### config.mk
export PLATFORM = sky130hd
export DESIGN_NAME = id_scoreboard
export DESIGN_NICKNAME = d
export VERILOG_FILES = /design/src/rtl/id_scoreboard.sv
export SDC_FILE = /design/constraint.sdc
export NUM_CORES = 1
export LEC_CHECK = 0
export ABC_AREA = 1
export BUFFER_PORTS_ARGS = -buffer_cell sky130_fd_sc_hd__buf_2
export CAP_MARGIN = 40
export CORE_ASPECT_RATIO = 0.7
export CORE_UTILIZATION = 25
export CTS_BUF_LIST = sky130_fd_sc_hd__clkbuf_4 sky130_fd_sc_hd__clkbuf_8
export DETAILED_ROUTE_END_ITERATION = 7
export HOLD_SLACK_MARGIN = 0.15
export PLACE_DENSITY = 0.39
export SYNTH_ARGS = -nofsm -noshare
export SYNTH_HDL_FRONTEND = slang
export SYNTH_SLANG_ARGS = --single-unit
### constraint.sdc
create_clock -name CLK -period 8.2 [get_ports CLK]
set_clock_uncertainty 0.2 [all_clocks]
set_input_delay 0 -clock CLK [delete_from_list [all_inputs] [get_ports CLK]]
set_output_delay 0 -clock CLK [all_outputs]
set_load 0.01 [all_outputs]
### src/rtl/id_scoreboard.sv
// id_scoreboard: decode-stage register scoreboard and serialisation sequencer.
//   Tracks pending register writes per architectural register (r0 never
//   tracked), stalls decode on RAW hazards or counter saturation, and walks
//   serialising instructions through DRAIN -> BUBBLE -> SYSP -> RELEASE.
// Ports:
//   CLK, RESET (async, active low)
//   issue_*   : decode-side instruction under consideration
//   wb_valid/wb_reg : retire of one pending register write
//   flush     : squash all in-flight tracking, FSM back to IDLE
//   stall, issue_fire (comb); want_freeze, SYS, inflight, wb_err (registered)
// Optional feature macro: SB_WB_BYPASS_EN
//   When defined, a source being retired this cycle with a count of 1 is
//   treated as ready (write-through register file read).

module id_sb_lane #(
  parameter int CNT_W = 2
) (
  input  logic             CLK,
  input  logic             RESET,
  input  logic             flush,
  input  logic             inc,
  input  logic             dec,
  output logic [CNT_W-1:0] cnt_q,
  output logic [CNT_W-1:0] cnt_d,
  output logic             under
);
  always_comb begin
    cnt_d = cnt_q;
    under = 1'b0;
    if (flush) begin
      cnt_d = '0;
    end else if (inc && !dec) begin
      // decode never fires into a saturated counter; hold as a safety net
      if (cnt_q != {CNT_W{1'b1}}) cnt_d = cnt_q + CNT_W'(1);
    end else if (dec && !inc) begin
      if (cnt_q == '0) under = 1'b1;
      else             cnt_d = cnt_q - CNT_W'(1);
    end
  end

  always_ff @(posedge CLK or negedge RESET) begin
    if (!RESET) cnt_q <= '0;
    else        cnt_q <= cnt_d;
  end
endmodule

module id_scoreboard #(
  parameter int NUM_REGS = 32,
  parameter int REG_W    = 5,
  parameter int CNT_W    = 2,
  parameter int BUBBLES  = 2
) (
  input  logic                   CLK,
  input  logic                   RESET,
  input  logic                   issue_valid,
  input  logic [REG_W-1:0]       issue_rs,
  input  logic [REG_W-1:0]       issue_rt,
  input  logic                   issue_use_rs,
  input  logic                   issue_use_rt,
  input  logic                   issue_wr,
  input  logic [REG_W-1:0]       issue_rd,
  input  logic                   issue_serialize,
  input  logic                   issue_sys,
  input  logic                   wb_valid,
  input  logic [REG_W-1:0]       wb_reg,
  input  logic                   flush,
  output logic                   stall,
  output logic                   issue_fire,
  output logic                   want_freeze,
  output logic                   SYS,
  output logic [REG_W+CNT_W-1:0] inflight,
  output logic                   wb_err
);
  localparam int NSLOT = 2**REG_W;

  typedef enum logic [2:0] {IDLE, DRAIN, BUBBLE, SYSP, RELEASE} state_t;

  state_t state_q, state_d;
  logic [3:0] bub_q, bub_d;

  logic [NSLOT-1:0][CNT_W-1:0] cnt_q, cnt_d;
  logic [NSLOT-1:0]            under;
  logic                        fire_wr;
  logic                        rs_busy, rt_busy, raw, sat, stall_c;
  logic [REG_W+CNT_W-1:0]      sum_d;

  assign fire_wr = issue_fire & issue_wr & (issue_rd != '0);

  // Index space is padded to 2^REG_W so any register field is a legal index;
  // r0 and slots beyond NUM_REGS read as permanently idle.
  for (genvar g = 0; g < NSLOT; g++) begin : g_lane
    if (g == 0 || g >= NUM_REGS) begin : g_off
      assign cnt_q[g] = '0;
      assign cnt_d[g] = '0;
      assign under[g] = 1'b0;
    end else begin : g_on
      id_sb_lane #(.CNT_W(CNT_W)) u_lane (
        .CLK   (CLK),
        .RESET (RESET),
        .flush (flush),
        .inc   (fire_wr & (issue_rd == REG_W'(g))),
        .dec   (wb_valid & (wb_reg == REG_W'(g))),
        .cnt_q (cnt_q[g]),
        .cnt_d (cnt_d[g]),
        .under (under[g])
      );
    end
  end

  // Hazards
  always_comb begin
    rs_busy = issue_use_rs & (issue_rs != '0) & (cnt_q[issue_rs] != '0);
    rt_busy = issue_use_rt & (issue_rt != '0) & (cnt_q[issue_rt] != '0);
`ifdef SB_WB_BYPASS_EN
    if (wb_valid && wb_reg == issue_rs && cnt_q[issue_rs] == CNT_W'(1)) rs_busy = 1'b0;
    if (wb_valid && wb_reg == issue_rt && cnt_q[issue_rt] == CNT_W'(1)) rt_busy = 1'b0;
`endif
    raw = rs_busy | rt_busy;
    sat = issue_wr & (issue_rd != '0) & (cnt_q[issue_rd] == {CNT_W{1'b1}});
  end

  // Serialisation FSM and issue control
  always_comb begin
    state_d = state_q;
    bub_d   = bub_q;
    stall_c = 1'b0;
    unique case (state_q)
      IDLE: begin
        stall_c = issue_valid & (raw | sat | issue_serialize);
        if (issue_valid && issue_serialize) state_d = DRAIN;
      end
      DRAIN: begin
        stall_c = issue_valid;
        if (inflight == '0) begin
          if (BUBBLES == 0) begin
            state_d = SYSP;
          end else begin
            state_d = BUBBLE;
            bub_d   = 4'(BUBBLES);
          end
        end
      end
      BUBBLE: begin
        stall_c = issue_valid;
        bub_d   = bub_q - 4'd1;
        if (bub_q <= 4'd1) state_d = SYSP;
      end
      SYSP: begin
        stall_c = issue_valid;
        state_d = RELEASE;
      end
      RELEASE: state_d = IDLE;  // the held serialising instruction fires here
      default: state_d = IDLE;
    endcase
    if (flush) begin
      state_d = IDLE;
      bub_d   = '0;
    end
  end

  // Combinational outputs are forced low while reset is asserted.
  assign stall      = stall_c & RESET;
  assign issue_fire = issue_valid & ~stall_c & ~flush & RESET;

  always_comb begin
    sum_d = '0;
    for (int i = 0; i < NSLOT; i++) sum_d = sum_d + {{REG_W{1'b0}}, cnt_d[i]};
  end

  always_ff @(posedge CLK or negedge RESET) begin
    if (!RESET) begin
      state_q     <= IDLE;
      bub_q       <= '0;
      SYS         <= 1'b0;
      want_freeze <= 1'b0;
      inflight    <= '0;
      wb_err      <= 1'b0;
    end else begin
      state_q     <= state_d;
      bub_q       <= bub_d;
      SYS         <= (state_d == SYSP) & issue_sys;
      want_freeze <= (state_d == DRAIN) | (state_d == BUBBLE) | (state_d == SYSP);
      inflight    <= sum_d;
      wb_err      <= wb_err | (|under);
    end
  end
endmodule

; ---- Yosys cells after proc, flatten, opt, wreduce, memory -nomap -nowiden
; Cells that the tools add are included.
[word_totals]
reg_bits = 79
input_bits = 30
output_inout_bits = 12
elab_cells = 780
[classes]
addsub = 93
order_cmp = 4
n_eq_ne = 101
n_mux = 294
bitwise_logic = 84
reduce_logical = 167
[op_table]
columns = op, n
row1 = two-way mux 2 bit, 158
row2 = adder 7 x 2 -> 7 bit, 25
row3 = equality test 5 bit (second input constant), 32
row4 = two-way mux 1 bit, 124
row5 = equality test 5 x 4 -> 1 bit (second input constant), 16
row6 = AND 1 bit, 76
row7 = logical AND 1 bit, 63
row8 = adder 2 x 1 -> 2 bit (second input constant), 31
row9 = zero test 1 bit, 62
row10 = zero test 2 bit, 31
row11 = inequality test 2 bit (second input constant), 31
row12 = subtractor 2 x 1 -> 2 bit (second input constant), 31
row13 = equality test 5 x 3 -> 1 bit (second input constant), 8
row14 = OR reduction 31 bit, 1
row15 = binary-select mux 2 bit (select 5 bit), 3
row16 = equality test 5 x 2 -> 1 bit (second input constant), 4
row17 = < comparator 5 x 6 -> 1 bit (second input constant), 3
row18 = nonzero test 5 bit, 3
row19 = equality test 3 x 2 -> 1 bit (second input constant), 4
row20 = two-way mux 3 bit, 4
row21 = case mux 3 bit (4 select lines), 1
row22 = equality test 5 x 1 -> 1 bit (second input constant), 2
row23 = two-way mux 4 bit, 2
row24 = case mux 4 bit (2 select lines), 1
row25 = other kinds (19), 27

; ---- Longest topological paths before layout
[logic_depth]
ltp_word = 51
ltp_mapped = 42
depth_no_buf = 39

; ---- Modules after synthesis
; Synthesis repeated with hierarchy kept, for this count alone.
[unflattened]
hier_cells = 1394
area_unflattened_um2 = 8775.9
[by_module_without_submodules]
columns = mod, n_inst, cells_per_inst, area_per_inst_um2, seq_area_each_um2
row1 = id_scoreboard, 1, 743, 4586.9, 425.4
row2 = id_sb_lane, 31, 21, 135.1, 50.0

; ---- Worst setup path before layout
; OpenSTA, ideal clock, no wires.
[synth_timing]
path_type = register to register
startpoint = reg g_lane[24].g_on.u_lane.cnt_q[1]
endpoint = reg inflight[5]
setup_ns = 0.131
arrival_time_ns = 6.733
required_ns = 7.869
setup_slack_ns = 1.137
path_stages_with_launch = 33
path_buffers = 1
synth_period_minus_slack_ns = 7.063
path_cell_list = dfrtp_1 -> nor2_1 -> o21ai_0 -> nor2_1 -> nand2_1 -> nand2_1 -> nand2_1 -> nand2_1 -> nand2_1 -> nand2_1 -> nand2_1 -> o21bai_4 -> buf_4 -> nand4_1 -> nor2_1 -> inv_1 -> a211oi_1 -> fa_1 -> inv_1 -> fa_1 -> fa_1 -> inv_1 -> fa_1 -> inv_1 -> fa_1 -> fa_1 -> fa_1 -> inv_1 -> ha_1 -> fa_1 -> a21oi_1 -> o21ai_0 -> xor2_1
[synth_lines]
columns = item, line_no
row1 = "start, declared", 23  ; output logic [CNT_W-1:0] cnt_q,
row2 = "start signal, assigned", 43  ; else cnt_q <= cnt_d;
row3 = "end signal, assigned", 183  ; inflight <= sum_d;
row4 = "end, declared", 71  ; output logic [REG_W+CNT_W-1:0] inflight,

==> results summary <==
The run finished with clean final reports. The number of global-route vias before repair is 8524. After layout, the minimum clock period comes to 7.80 ns. The peak supply drop came out at 0.0000720 V.

STA puts the critical path data arrival time at 7.92 ns. The worst setup timing slack at the placement stage is 0.105 ns. The register bit count reported by yosys came out at 79. The via-per-instance ratio is 4.73. The initialized floorplan defines 56 standard-cell rows. The area share of the largest cell type after synthesis came out at 23.1%. The highest clock rate came out at 128 MHz. The number of enable flip-flop cells after synthesis is 0. In this run the worst hold path is classified as input pin to register. The synthesis-to-finish area growth is 18.0%. The number of input and output port buffers inserted is 41. Data on the critical path is required at its endpoint by 8.32 ns. The initial antenna violation count came out at 1. The critical path's slowest cell is fa_2.

The startpoint identified for the worst register-to-register timing path is g_lane[18].g_on.u_lane.cnt_q[1]. TritonCTS created 9 clock buffers. The boundary pin count is 42. The most used flip-flop cell after synthesis is dfrtp_1. The net count of the finished layout is 1546. The worst setup path startpoint is g_lane[18].g_on.u_lane.cnt_q[1]. The number of antenna-violating nets in the routed design is 0. Averaged over all synthesized cells, the footprint is 6.30 sq um.

The insertion delay to the later sink of the worst-skew pair came out at 0.44 ns. The total wirelength of the detailed-routed design is 36.5 mm. The switching power total came out at 0.347 mW. The post-synthesis async set-or-reset flop share came out at 100%. Yosys attributes the largest share of cell area to dfrtp_1, nand2_1, fa_1, inv_1, nor2_1. The end of the critical path is inflight[5].

The ratio of cells with drive above 1 in the final layout came out at 13.5%. The number of maximum-capacitance constraint violations is 0. The distinct cell type count of the synthesized netlist is 40.

The TritonCTS clock tree is done. The root buffer cell chosen for the clock tree is clkbuf_8. The overall fraction of global-route tracks in use is 21.7%. The detailed-route DRC error count came out at 0. The final count of pins violating max slew came out at 0. The clock tree buffer depth is 2. In this run, the clock network consumes 34.4% of the power. The final estimated routing congestion in global placement is 0.941. Once the floorplan was initialized, standard cells occupied 25.5% of the core. The share of the cycle needed by the critical path after routing is 95.1%.

The combinational fraction of design power is 22.2%. The y dimension of the die came out at 157 um. For this run, the slowest stage of the critical path takes 0.62 ns.

Clock-pin slew was measured on the worst setup and hold paths at 0.10 ns. The total leakage power came out at 5.13 nW. The library cell with the largest summed area after synthesis is dfrtp_1. The sequential-to-total area share from yosys stat came out at 23.1%. Setup repair after global routing could not meet its margin everywhere. The sum of net half-perimeters after detailed placement is 29.9 mm. Counting instances in the post-synthesis netlist gives the leading cell types as nand2_1, inv_1, nor2_1, dfrtp_1, o21ai_0. The average wire per cell in the routed design came out at 19.3 um. The die outline area came out at 35100 sq um. The count of clock tree sinks came out at 79. The wire length of the first global-routing pass came out at 55.0 mm. The number of H-tree levels came out at 3. The final setup violation count is 0. The sort of element at the start of the critical path is a register. The share of total power consumed by net switching came out at 36.9%. The final hold violation count came out at 0. The number of DRC markers after the initial detailed-route iteration came out at 677. For this run the aggregate overflow at the end of global routing stands at 0. The internal power came out at 0.592 mW. The kind of capture point of the worst setup path is a register. The tightest slew margin relative to the limit is 49.2%. From left edge to right edge, the die measures 223 um. The length in cells of the worst reg-to-reg path is 33.

The area of the mapped netlist came out at 8570 sq um. In this run the worst path has a maximum fanout of 8. The final worst-path setup slack came out at 0.400 ns. The total nets after synthesis is 1459. The actual transition at the worst max-transition pin is 0.762 ns. The final core utilization is 30.1%. The worst flop-to-flop path endpoint is inflight[5].

Sequential cells account for 43.4% of the total power. The register-to-register setup slack came out at 0.40 ns. The largest net degree at the start of global routing is 50. In the post-synthesis netlist, the cell with the most instances is nand2_1.

The cell count after synthesis came out at 1360. The core region area came out at 33600 sq um. The count of warnings emitted by yosys came out at 0. Power spread over the standard cell area amounts to 92.7 nW/um^2. Detailed routing inserted a total of 8931 vias.

The length of the first detailed-routing pass in iterations is 5. The worst setup path is of the register to register kind.
## per-stage QoR
stage	instances	cell area (sq um)	setup TNS, ns	total power [mW]	hold WS, ns
4_1_cts	1876	9840	0	0.947	0.166
5_1_grt	1887	10100	-0.0170	0.992	0.247
3_5_place_dp	1841	9460	0	0.607	-0.104
2_1_floorplan	1360	8570	0	0.525	-0.496
6_report	1888	10100	0	0.938	0.187
3_3_place_gp	1841	9460	0	0.611	-0.102
## worst max-delay path, delay by kind of cell (launching register included)
kind / cells / cell delay, ns
fa+ha+maj: 9 / 4.22
flops: 1 / 0.43
compound gates: 4 / 0.74
xor+xnor: 1 / 0.15
simple gates: 13 / 1.28
buf+inv: 6 / 0.65
## cell families (layout without fill, tap and decap cells)
group,Yosys count,in the layout,synth area share [%]
and+or+nand+nor,751,751,37.0
buffers and inverters,297,389,13.6
AOI/OAI and AO/OA,158,158,10.6
DFF,79,79,23.1
adders and majority gates,69,69,15.1
xor gates and xnor gates,6,6,0.613
other,0,1,0
## sequential cells by signal, indices dropped and copies added, names as in the netlist
signal and cells:
g_lane.g_on.u_lane.cnt_q 62, inflight 7, bub_q 4, state_q 3, SYS 1, want_freeze 1
wb_err 1
## layout by cell type (no fill, tap or decap), types with 3 or more instances in the layout
master / count
a211oi_1: 6
a21oi_1: 46
a21oi_2: 4
buf_2: 41
buf_4: 50
clkbuf_8: 10
dfrtp_1: 68
dfrtp_2: 11
dlygate4sd3_1: 19
fa_1: 49
fa_2: 8
ha_1: 12
inv_1: 250
inv_2: 9
inv_6: 4
nand2_1: 356
nand2_2: 8
nand3_1: 51
nand4_1: 55
nand4_2: 6
nor2_1: 216
nor2_2: 24
nor2_4: 9
nor3_1: 14
nor4_1: 3
o211ai_1: 7
o21ai_0: 64
o21ai_1: 3
o31ai_1: 20
xor2_1: 5
## power by group through the flow
stage	Clock, mW	Combinational [mW]	Sequential (mW)
detailed placement	0	0.194	0.414
global route	0.355	0.229	0.408
floorplan	0	0.112	0.414
global placement	0	0.196	0.414
CTS	0.339	0.201	0.406
finish	0.323	0.208	0.407
## how the worst min path moves through the flow
stage / startpoint / endpoint / slack, ns / cells after the start
floorplan: RESET / SYS / -0.50 / 0
global placement: RESET / wb_err / -0.10 / 2
detailed placement: RESET / wb_err / -0.10 / 2
CTS: wb_reg[4] / wb_err / 0.17 / 9
global route: wb_reg[4] / wb_err / 0.25 / 9
finish: wb_reg[4] / wb_err / 0.19 / 9
## area by class of cell
cell class	instances	area, sq um
multi-input cells	984	5600
repair buffers	112	802
well taps	435	544
clock buffers	10	138
flip-flops and latches	79	1990
inverters	261	980
diodes	1	2.50
fillers	3824	23500
clock inverters	6	57.6
## what timing repair did
item                                    in CTS  in global routing
resized for setup                            0                 70
hold buffers                                19                  0
setup buffers                                0                 10
endpoints found under the hold margin      101                  0
endpoints found under the setup margin       0                  5
## metal layers
| metal | global-route usage [%] | vias to the layer above | part of all wire [%] |
|---|---|---|---|
| met5 | 0 | - | 0 |
| met4 | 3.78 | 0 | 1.3 |
| met3 | 7.06 | 22 | 8.1 |
| met2 | 29.7 | 241 | 39 |
| met1 | 32.8 | 4259 | 52 |
| li1 | - | 4409 | - |
(Power assumes the default switching activity.)
